File: src/rtl/uart_pkg.sv
// -----------------------------------------------------------------------------
// uart_pkg
// Shared UART constants and types for the receive and transmit sides.
//   ClksPerBitDef : default clock cycles per bit (50 MHz clock, 38400 baud)
//   HalfBitDef    : default cycles from start edge to the start-bit mid-sample
//   FrameBits     : start + 8 data + stop
//   CntW          : width of the per-bit cycle counter
//   rx_state_t    : receiver FSM states
// -----------------------------------------------------------------------------
package uart_pkg;

    localparam int unsigned ClksPerBitDef = 1302;
    localparam int unsigned HalfBitDef    = 651;
    localparam int unsigned FrameBits     = 10;
    localparam int unsigned DataBits      = FrameBits - 2;
    localparam int unsigned CntW          = 11;

    typedef enum logic [2:0] {
        IDLE  = 3'd0,
        START = 3'd1,
        DATA  = 3'd2,
        STOP  = 3'd3,
        BREAK = 3'd4
    } rx_state_t;

    // True when the cycle counter has reached its terminal value.
    function automatic logic count_done(input logic [CntW-1:0] cnt,
                                        input logic [CntW-1:0] last);
        return (cnt == last);
    endfunction

endpackage

File: src/rtl/rx_sync.sv
// -----------------------------------------------------------------------------
// rx_sync
// Two-flop synchronizer for the asynchronous serial input. Both flops reset
// to 1 so a reset never looks like a start edge on the idle-high line.
// Ports:
//   Enable   in  clock
//   Reset    in  asynchronous active-high reset
//   async_in in  asynchronous serial line
//   sync_out out synchronized copy of async_in (2-cycle latency)
// -----------------------------------------------------------------------------
module rx_sync (
    input  logic Enable,
    input  logic Reset,
    input  logic async_in,
    output logic sync_out
);

    logic meta_q;
    logic sync_q;

    // Two-stage synchronizer chain.
    always_ff @(posedge Enable or posedge Reset) begin
        if (Reset) begin
            meta_q <= 1'b1;
            sync_q <= 1'b1;
        end else begin
            meta_q <= async_in;
            sync_q <= meta_q;
        end
    end

    assign sync_out = sync_q;

endmodule

File: src/rtl/uart_receiver.sv
// -----------------------------------------------------------------------------
// uart_receiver
// 8N1 UART receiver, LSB first, idle-high line.
// Ports:
//   Enable     in  clock (rising edge)
//   Reset      in  asynchronous active-high reset
//   RxD        in  serial line, asynchronous to Enable
//   ReadAck    in  one-cycle pulse, clears DataValid and Overrun
//   RxData     out last good received byte
//   DataValid  out high while RxData holds an unread byte
//   Overrun    out sticky; a byte completed while DataValid was already high
//   FramingErr out one-cycle pulse when the sampled stop bit is 0
// -----------------------------------------------------------------------------
module uart_receiver
    import uart_pkg::*;
#(
    parameter int unsigned ClksPerBit = ClksPerBitDef,
    parameter int unsigned HalfBit    = HalfBitDef
) (
    input  logic                Enable,
    input  logic                Reset,
    input  logic                RxD,
    input  logic                ReadAck,
    output logic [DataBits-1:0] RxData,
    output logic                DataValid,
    output logic                Overrun,
    output logic                FramingErr
);

    localparam logic [CntW-1:0] HalfLast = CntW'(HalfBit - 1);
    localparam logic [CntW-1:0] BitLast  = CntW'(ClksPerBit - 1);

    logic rxs;

    rx_state_t           state_q,       state_d;
    logic [CntW-1:0]     cnt_q,         cnt_d;
    logic [2:0]          bit_idx_q,     bit_idx_d;
    logic [DataBits-1:0] shift_q,       shift_d;
    logic [DataBits-1:0] rx_data_q,     rx_data_d;
    logic                data_valid_q,  data_valid_d;
    logic                overrun_q,     overrun_d;
    logic                framing_err_q, framing_err_d;

    rx_sync u_rx_sync (
        .Enable   (Enable),
        .Reset    (Reset),
        .async_in (RxD),
        .sync_out (rxs)
    );

    // Next-state and output computation for the receive FSM.
    always_comb begin
        state_d       = state_q;
        cnt_d         = cnt_q + 11'd1;
        bit_idx_d     = bit_idx_q;
        shift_d       = shift_q;
        rx_data_d     = rx_data_q;
        framing_err_d = 1'b0;

        // Acknowledge is applied first so a byte completing in the same
        // cycle wins: it sets DataValid again without raising Overrun.
        if (ReadAck) begin
            data_valid_d = 1'b0;
            overrun_d    = 1'b0;
        end else begin
            data_valid_d = data_valid_q;
            overrun_d    = overrun_q;
        end

        case (state_q)
            IDLE: begin
                cnt_d = '0;
                if (!rxs) begin
                    state_d   = START;
                    bit_idx_d = 3'd0;
                end else begin
                    state_d = IDLE;
                end
            end
            START: begin
                if (count_done(cnt_q, HalfLast)) begin
                    cnt_d = '0;
                    // Line back high at mid start bit: treat as a glitch.
                    if (rxs) begin
                        state_d = IDLE;
                    end else begin
                        state_d = DATA;
                    end
                end else begin
                    state_d = START;
                end
            end
            DATA: begin
                if (count_done(cnt_q, BitLast)) begin
                    cnt_d            = '0;
                    shift_d[bit_idx_q] = rxs;
                    if (bit_idx_q == 3'd7) begin
                        state_d = STOP;
                    end else begin
                        bit_idx_d = bit_idx_q + 3'd1;
                    end
                end else begin
                    state_d = DATA;
                end
            end
            STOP: begin
                if (count_done(cnt_q, BitLast)) begin
                    cnt_d = '0;
                    if (rxs) begin
                        rx_data_d    = shift_q;
                        data_valid_d = 1'b1;
                        if (data_valid_q && !ReadAck) begin
                            overrun_d = 1'b1;
                        end else begin
                            overrun_d = overrun_d;
                        end
                        state_d = IDLE;
                    end else begin
                        framing_err_d = 1'b1;
                        state_d       = BREAK;
                    end
                end else begin
                    state_d = STOP;
                end
            end
            BREAK: begin
                // Wait for the line to return high so a held-low line
                // reports only one framing error.
                cnt_d = '0;
                if (rxs) begin
                    state_d = IDLE;
                end else begin
                    state_d = BREAK;
                end
            end
            default: begin
                cnt_d   = '0;
                state_d = IDLE;
            end
        endcase
    end

    // State and output registers.
    always_ff @(posedge Enable or posedge Reset) begin
        if (Reset) begin
            state_q       <= IDLE;
            cnt_q         <= '0;
            bit_idx_q     <= 3'd0;
            shift_q       <= 8'h00;
            rx_data_q     <= 8'h00;
            data_valid_q  <= 1'b0;
            overrun_q     <= 1'b0;
            framing_err_q <= 1'b0;
        end else begin
            state_q       <= state_d;
            cnt_q         <= cnt_d;
            bit_idx_q     <= bit_idx_d;
            shift_q       <= shift_d;
            rx_data_q     <= rx_data_d;
            data_valid_q  <= data_valid_d;
            overrun_q     <= overrun_d;
            framing_err_q <= framing_err_d;
        end
    end

    assign RxData     = rx_data_q;
    assign DataValid  = data_valid_q;
    assign Overrun    = overrun_q;
    assign FramingErr = framing_err_q;

endmodule
File: config.mk
export PLATFORM = sky130hd
export DESIGN_NAME = uart_receiver
export DESIGN_NICKNAME = d
export VERILOG_FILES = /design/src/rtl/uart_pkg.sv /design/src/rtl/rx_sync.sv /design/src/rtl/uart_receiver.sv
export SDC_FILE = /design/constraint.sdc
export NUM_CORES = 1
export LEC_CHECK = 0
export ABC_AREA = 1
export BUFFER_PORTS_ARGS = -buffer_cell sky130_fd_sc_hd__buf_4
export CELL_PAD_IN_SITES_DETAIL_PLACEMENT = 0
export CELL_PAD_IN_SITES_GLOBAL_PLACEMENT = 1
export CORE_ASPECT_RATIO = 1.5
export CORE_MARGIN = 2
export CORE_UTILIZATION = 44
export DETAILED_ROUTE_END_ITERATION = 7
export PLACE_DENSITY = 0.76
export SYNTH_ARGS = -nofsm -noshare
export SYNTH_HDL_FRONTEND = slang
export SYNTH_HIERARCHICAL = 1
export SYNTH_SLANG_ARGS = --single-unit
File: constraint.sdc
create_clock -name Enable -period 1.9 [get_ports Enable]
set_clock_uncertainty 0.05 [all_clocks]
set_input_delay 0 -clock Enable [delete_from_list [all_inputs] [get_ports Enable]]
set_output_delay 0 -clock Enable [all_outputs]
set_load 0.005 [all_outputs]
# Word level (Yosys, flattened, before mapping)
# Cells that the tools add are included.
[totals]
regBits = 38
inputBits = 4
[classes]
addsub = 2
order_cmp = 2
eq_ne = 11
n_mux = 30
n_reduce_logical = 9
[ops]
columns = ["operator", "count"]
rows = [
  ["two-way mux 3 bit", 8],
  ["two-way mux 11 bit", 2],
  ["one-hot mux 11 bit (2 select lines)", 1],
  ["one-hot mux 3 bit (5 select lines)", 1],
  ["two-way mux 1 bit", 14],
  ["adder 11 x 1 -> 11 bit (second input constant)", 1],
  ["equality test 11 x 10 -> 1 bit (second input constant)", 1],
  ["equality test 11 bit (second input constant)", 1],
  ["bitwise mux 8 bit", 1],
  ["equality test 3 x 2 -> 1 bit (second input constant)", 2],
  ["equality test 3 bit (second input constant)", 2],
  ["inequality test 2 bit (second input constant)", 3],
  ["one-hot mux 3 bit (2 select lines)", 1],
  ["less-than comparator 3 x 4 -> 1 bit (second input constant)", 1],
  ["AND reduction 4 bit", 1],
  ["adder 3 x 1 -> 3 bit (second input constant)", 1],
  ["demux 1 bit (select 3 bit)", 1],
  ["equality test 3 x 1 -> 1 bit (second input constant)", 1],
  [">= comparator 3 x 1 -> 1 bit (second input constant)", 1],
  ["zero test 3 bit", 1],
  ["inequality test 3 bit (second input constant)", 1],
  ["AND reduction 3 bit", 1],
  ["logical AND 1 bit", 2],
  ["two-way mux 2 bit", 1],
  ["other kinds (4)", 4],
]

# Logic depth before layout (Yosys ltp)
[logic_depth]
word_depth = 6
depth_mapped = 10
ltp_nobuf = 10

# Hierarchy
# Netlist, hierarchy kept.
[by_module_without_submodules]
columns = ["mod", "n_inst", "cells_each", "area_per_inst_um2", "seq_area_each_um2"]
rows = [
  ["uart_receiver", 1, 257, 2016.9, 900.9],
  ["rx_sync", 1, 3, 56.3, 52.6],
]

# Least setup slack after synthesis
# Ideal clock, no wire load.
[synth_path]
path_kind = "register -> register"
startpoint = "reg cnt_q[1]"
endpoint = "reg rx_data_q[0], in the netlist RxData[0]"
setup_ns = 0.117
t_arrival_ns = 1.314
required_ns = 1.733
path_slack_ns = 0.420
stages_incl_launch_ff = 11
path_buffers = 1
synth_period_minus_slack_ns = 1.480
path_cell_list = "dfrtp_1 -> inv_1 -> ha_1 -> nand2_1 -> clkinv_1 -> nand2_1 -> nor2_4 -> nand4_4 -> buf_6 -> nand2_2 -> o21ai_2"
[synth_between]
elab_chain_cells = 2
[synth_rtl]
columns = ["item", "line", "text"]
rows = [
  ["from (decl)", "uart_receiver.sv:36", "logic [CntW-1:0] cnt_q, cnt_d;"],
  ["from (signal assigned)", "uart_receiver.sv:156", "cnt_q <= cnt_d;"],
  ["equality test 11 bit", "uart_pkg.sv:29", "return (cnt == last);"],
  ["AND reduction 3 bit (no source line)", "--", ""],
  ["to (signal assigned)", "uart_receiver.sv:159", "rx_data_q <= rx_data_d;"],
  ["to (decl)", "uart_receiver.sv:39", "logic [DataBits-1:0] rx_data_q, rx_data_d;"],
]
# No other way between the ends.
# A chain may end at the register's enable or synchronous reset.

# Worst setup path after layout
[layout_path]
startpoint = "reg cnt_q[1]"
endpoint = "reg rx_data_q[7], in the netlist RxData[7]"
# Same word-level chain as after synthesis.

==> metrics list <==
* Status: completed
- The initial utilization of the core area, before any placement, comes to 45.6%.
- Of all flip-flops after synthesis, the portion carrying an async set or reset was 100%.
- Combinational cells account for 2.4% of the total power.
- Setup ws final: 0.213 ns
* Maximum number of pins on one net before global-route repair: 37
* ANT cells: 0
- Measured against the total synthesized area, the mux share comes to 0%.
- The critical path contains buffers and inverters numbering 2 combined.
- Setup total negative slack: 0 ns
* CP required: 2.02 ns
- Gate count of the mapped netlist: 260
- Starting DRC count in detailed routing: 87
* Power density over cell area: 589 mW/mm^2
- H-tree levels: 2
- By instance count, the cell type seen most on the critical path is sky130_fd_sc_hd__nand2_1.
* Adder-cell area share of the yosys netlist: 3.02%
* Chain of cells forming the critical path: inv_1 > ha_1 > nand2_1 > clkinv_1 > nand2_1 > nor2_4 > nand4_4 > nand2_1 > o21ai_2
- Counting every net in the synthesized netlist gives 269.
- On the critical path the largest part of the delay comes from simple AND/OR/NAND/NOR gates.
- For this block, the via count after detailed routing is 1684.
- Router iterations before antenna repair: 4
- Net Sw Frac: 21.2%
- Compared with the post-synthesis result, the final layout area differs by 15.9%.
- CTS tree: yes
- Largest family of logic cells by synthesized area: simple AND/OR/NAND/NOR gates
- CTS Hold Buffers Added: 3
* Post-synthesis compound-gate area fraction: 8.99%
- Number of top-level pins: 15
- Across the run, the number of max-cap violations was 0.
- Buffers added on ports: 14
- Count of filler cells inserted in the layout: 476
- Share of synthesized area occupied by flip-flops and latches: 46.0%
- Minimum clock period after layout: 1.69 ns
* Launching element type of the critical path: register
* Tot Pwr: 1.42 mW
- Synthesis-stage register bit count: 38
- The mapped netlist covers 0.00207 sq mm.
- Cells with a size suffix above 1 make up 20.1% of the layout.
- Data arrival, critical path: 1.81 ns
- Dividing the detail-routed wire length by the instance count gives 12.5 um.
* Area of the core region: 0.00454 sq mm
- STA classifies the critical path endpoint as a register.
* Switching power: 0.300 mW
* Final core utilization: 52.9%
* Clock insertion delay at the later pin of the skew report: 0.29 ns
- The via count of the first global-routing pass came to 1680.
- After detailed routing, the number of remaining DRC violations is 0.
- The initial antenna violation count came to 0.
- After detailed placement, the total cell area comes to 0.00228 sq mm.
* Number of placement rows: 30
- After Yosys synthesis, XOR and XNOR cells account for 2.11% of the synthesized area.
- Worst vdd ir: 0.377 mV
- Clock tree synthesis selected as its root buffer the cell sky130_fd_sc_hd__clkbuf_8.
* Tightest slew margin relative to the limit: 69.0%
- Global routing consumed, over all layers together, 19.9% of the routing resources.
- Top library cells by usage in the layout, fill and taps aside: sky130_fd_sc_hd__nand2_1 (73), sky130_fd_sc_hd__dfrtp_1 (36), sky130_fd_sc_hd__inv_1 (31)
* Mean number of vias per cell: 4.78
- Post-route non-filler standard cell count: 352
* Area share of and/or/nand/nor cells after synthesis: 32.1%
* Highest attainable clock frequency: 593 MHz
- Die H: 88.1 um
- The first global-routing pass estimated 7.83 mm of wire.
- Quantity of gates resized following cts: 0
- At the pin with the least slew margin, the transition time is 0.465 ns.
- Counting the buffers created by CTS gives 5.
* Longest individual stage delay on the worst path: 0.41 ns
- Non-Filler Cell Area, Final: 0.00240 sq mm
* Hold Worst Slack: 0.259 ns
- CP max stage cell: sky130_fd_sc_hd__dfrtp_1
- Biggest fanout along the worst timing path: 17
* Placer Congestion: 0.889
- In this run, synthesis inferred 0 flip-flops with an integrated enable.
* Maximum number of buffers from clock root to sink: 2
* Mapped Avg Cell Area: 7.97 sq um
- Final hold viol count: 0
- Leakage power of the design: 1.15 nW
- Before CTS, the worst setup slack after placement is 0.229 ns.
* Final routed wirelength across all metal layers: 4.41 mm
* Hold Crit Class: in -> async
- Internal Power: 1.12 mW
* DRT antenna net count: 0
* Top FF cell, synth: sky130_fd_sc_hd__dfrtp_1
* CTS sink cnt: 38
* Synthesis Warnings: 6
- Cell count after placement: 341
- Type of the worst setup path: reg -> reg
- DIE AREA: 0.00529 sq mm
- Final worst path period share: 88.8%
* Number of buffers added for setup after CTS: 0
- The die is 60.0 um wide.
* Final Max Slew Viols: 0
* Remaining global-route overflow: 0
- Number of distinct library cells after synthesis: 26
- Of the total power, the clock network draws 40.1%.
- Setup violations, final: 0
- The library cell used most frequently in the layout, excluding fill and tap cells, is sky130_fd_sc_hd__nand2_1.
* Nets: 296
* Sequential cell fraction of total power: 57.5%
- The HPWL after detailed placement is 3.40 mm.
* Clock-pin slew of the registers on the worst-case setup and hold paths: 0.07 ns
- Setup repair after global routing left no endpoint under its margin.
==> tightest hold or removal path, cell delays in order <==
cell and delay, ns:
sky130_fd_sc_hd__dlygate4sd3_1 0.54, sky130_fd_sc_hd__buf_4 0.14, sky130_fd_sc_hd__inv_1 0.07
==> final timing paths <==
path / start / to / slack, ns / cells after the start
max: cnt_q[1] / RxData[7] / 0.21 / 9
max reg2reg: cnt_q[1] / RxData[7] / 0.21 / 9
min: Reset / u_rx_sync/sync_out / 0.26 / 3
max in group asynchronous: Reset / shift_q[1] / 1.13 / 4
min reg2reg: u_rx_sync/meta_q / u_rx_sync/sync_out / 0.31 / 0
min in group Enable: u_rx_sync/meta_q / u_rx_sync/sync_out / 0.31 / 0
==> layer usage <==
| metal | wire length, um | GRT usage, % |
|---|---|---|
| met5 | 0 | 0 |
| met1 | 1840 | 23.8 |
| met4 | 77 | 8.28 |
| met2 | 2390 | 34.4 |
| met3 | 101 | 3.55 |
==> cells by family (layout without fill, tap and decap cells) <==
logic type / after synthesis / in the layout
flip-flops: 38 / 38
adder cells (fa/ha/maj): 5 / 5
buffers and inverters: 41 / 69
AO/OA/AOI/OAI: 30 / 30
AND/OR/NAND/NOR: 141 / 141
XOR/XNOR: 5 / 5
==> power groups by stage <==
stage / clock (mW) / combinational [mW] / sequential, mW
floorplan: 0 / 0.0153 / 0.830
global placement: 0 / 0.0304 / 0.830
detailed placement: 0 / 0.0309 / 0.830
CTS: 0.594 / 0.0357 / 0.815
global route: 0.616 / 0.0398 / 0.815
finish: 0.567 / 0.0339 / 0.815
==> cells in the mapped netlist, types with 2 or more instances <==
cell type	count	area (sq um)
sky130_fd_sc_hd__nand4_1	5	31.3
sky130_fd_sc_hd__nor3_1	9	45.0
sky130_fd_sc_hd__inv_1	31	116
sky130_fd_sc_hd__nand2_2	4	25.0
sky130_fd_sc_hd__ha_1	5	62.6
sky130_fd_sc_hd__dfrtp_1	36	901
sky130_fd_sc_hd__dfstp_2	2	52.6
sky130_fd_sc_hd__a21oi_1	12	60.1
sky130_fd_sc_hd__nor2_1	22	82.6
sky130_fd_sc_hd__o21ai_1	2	10.0
sky130_fd_sc_hd__inv_2	7	26.3
sky130_fd_sc_hd__nand2_1	73	274
sky130_fd_sc_hd__nor2_4	6	67.6
sky130_fd_sc_hd__nand3_1	17	85.1
sky130_fd_sc_hd__nand3_2	2	20.0
sky130_fd_sc_hd__o21ai_2	9	78.8
sky130_fd_sc_hd__xor2_1	4	35.0
sky130_fd_sc_hd__o21ai_0	6	30.0
==> registers in the layout, summed over array words and instances (netlist names) <==
register            cells
u_rx_sync/sync_out      1
FramingErr              1
cnt_q                  11
u_rx_sync/meta_q        1
bit_idx_q               3
Overrun                 1
shift_q                 8
RxData                  8
state_q                 3
DataValid               1
==> area by class of cell <==
type / instances / area, sq um / share of cell area, %
clock buffer: 7 / 86.3 / 3.59
tap: 64 / 80.1 / 3.33
clock inverter: 1 / 5.00 / 0.208
sequential: 38 / 953 / 39.7
timing repair buffer: 22 / 173 / 7.19
multi-input combinational: 181 / 958 / 39.9
inverter: 39 / 146 / 6.09
(Power assumes the default switching activity.)
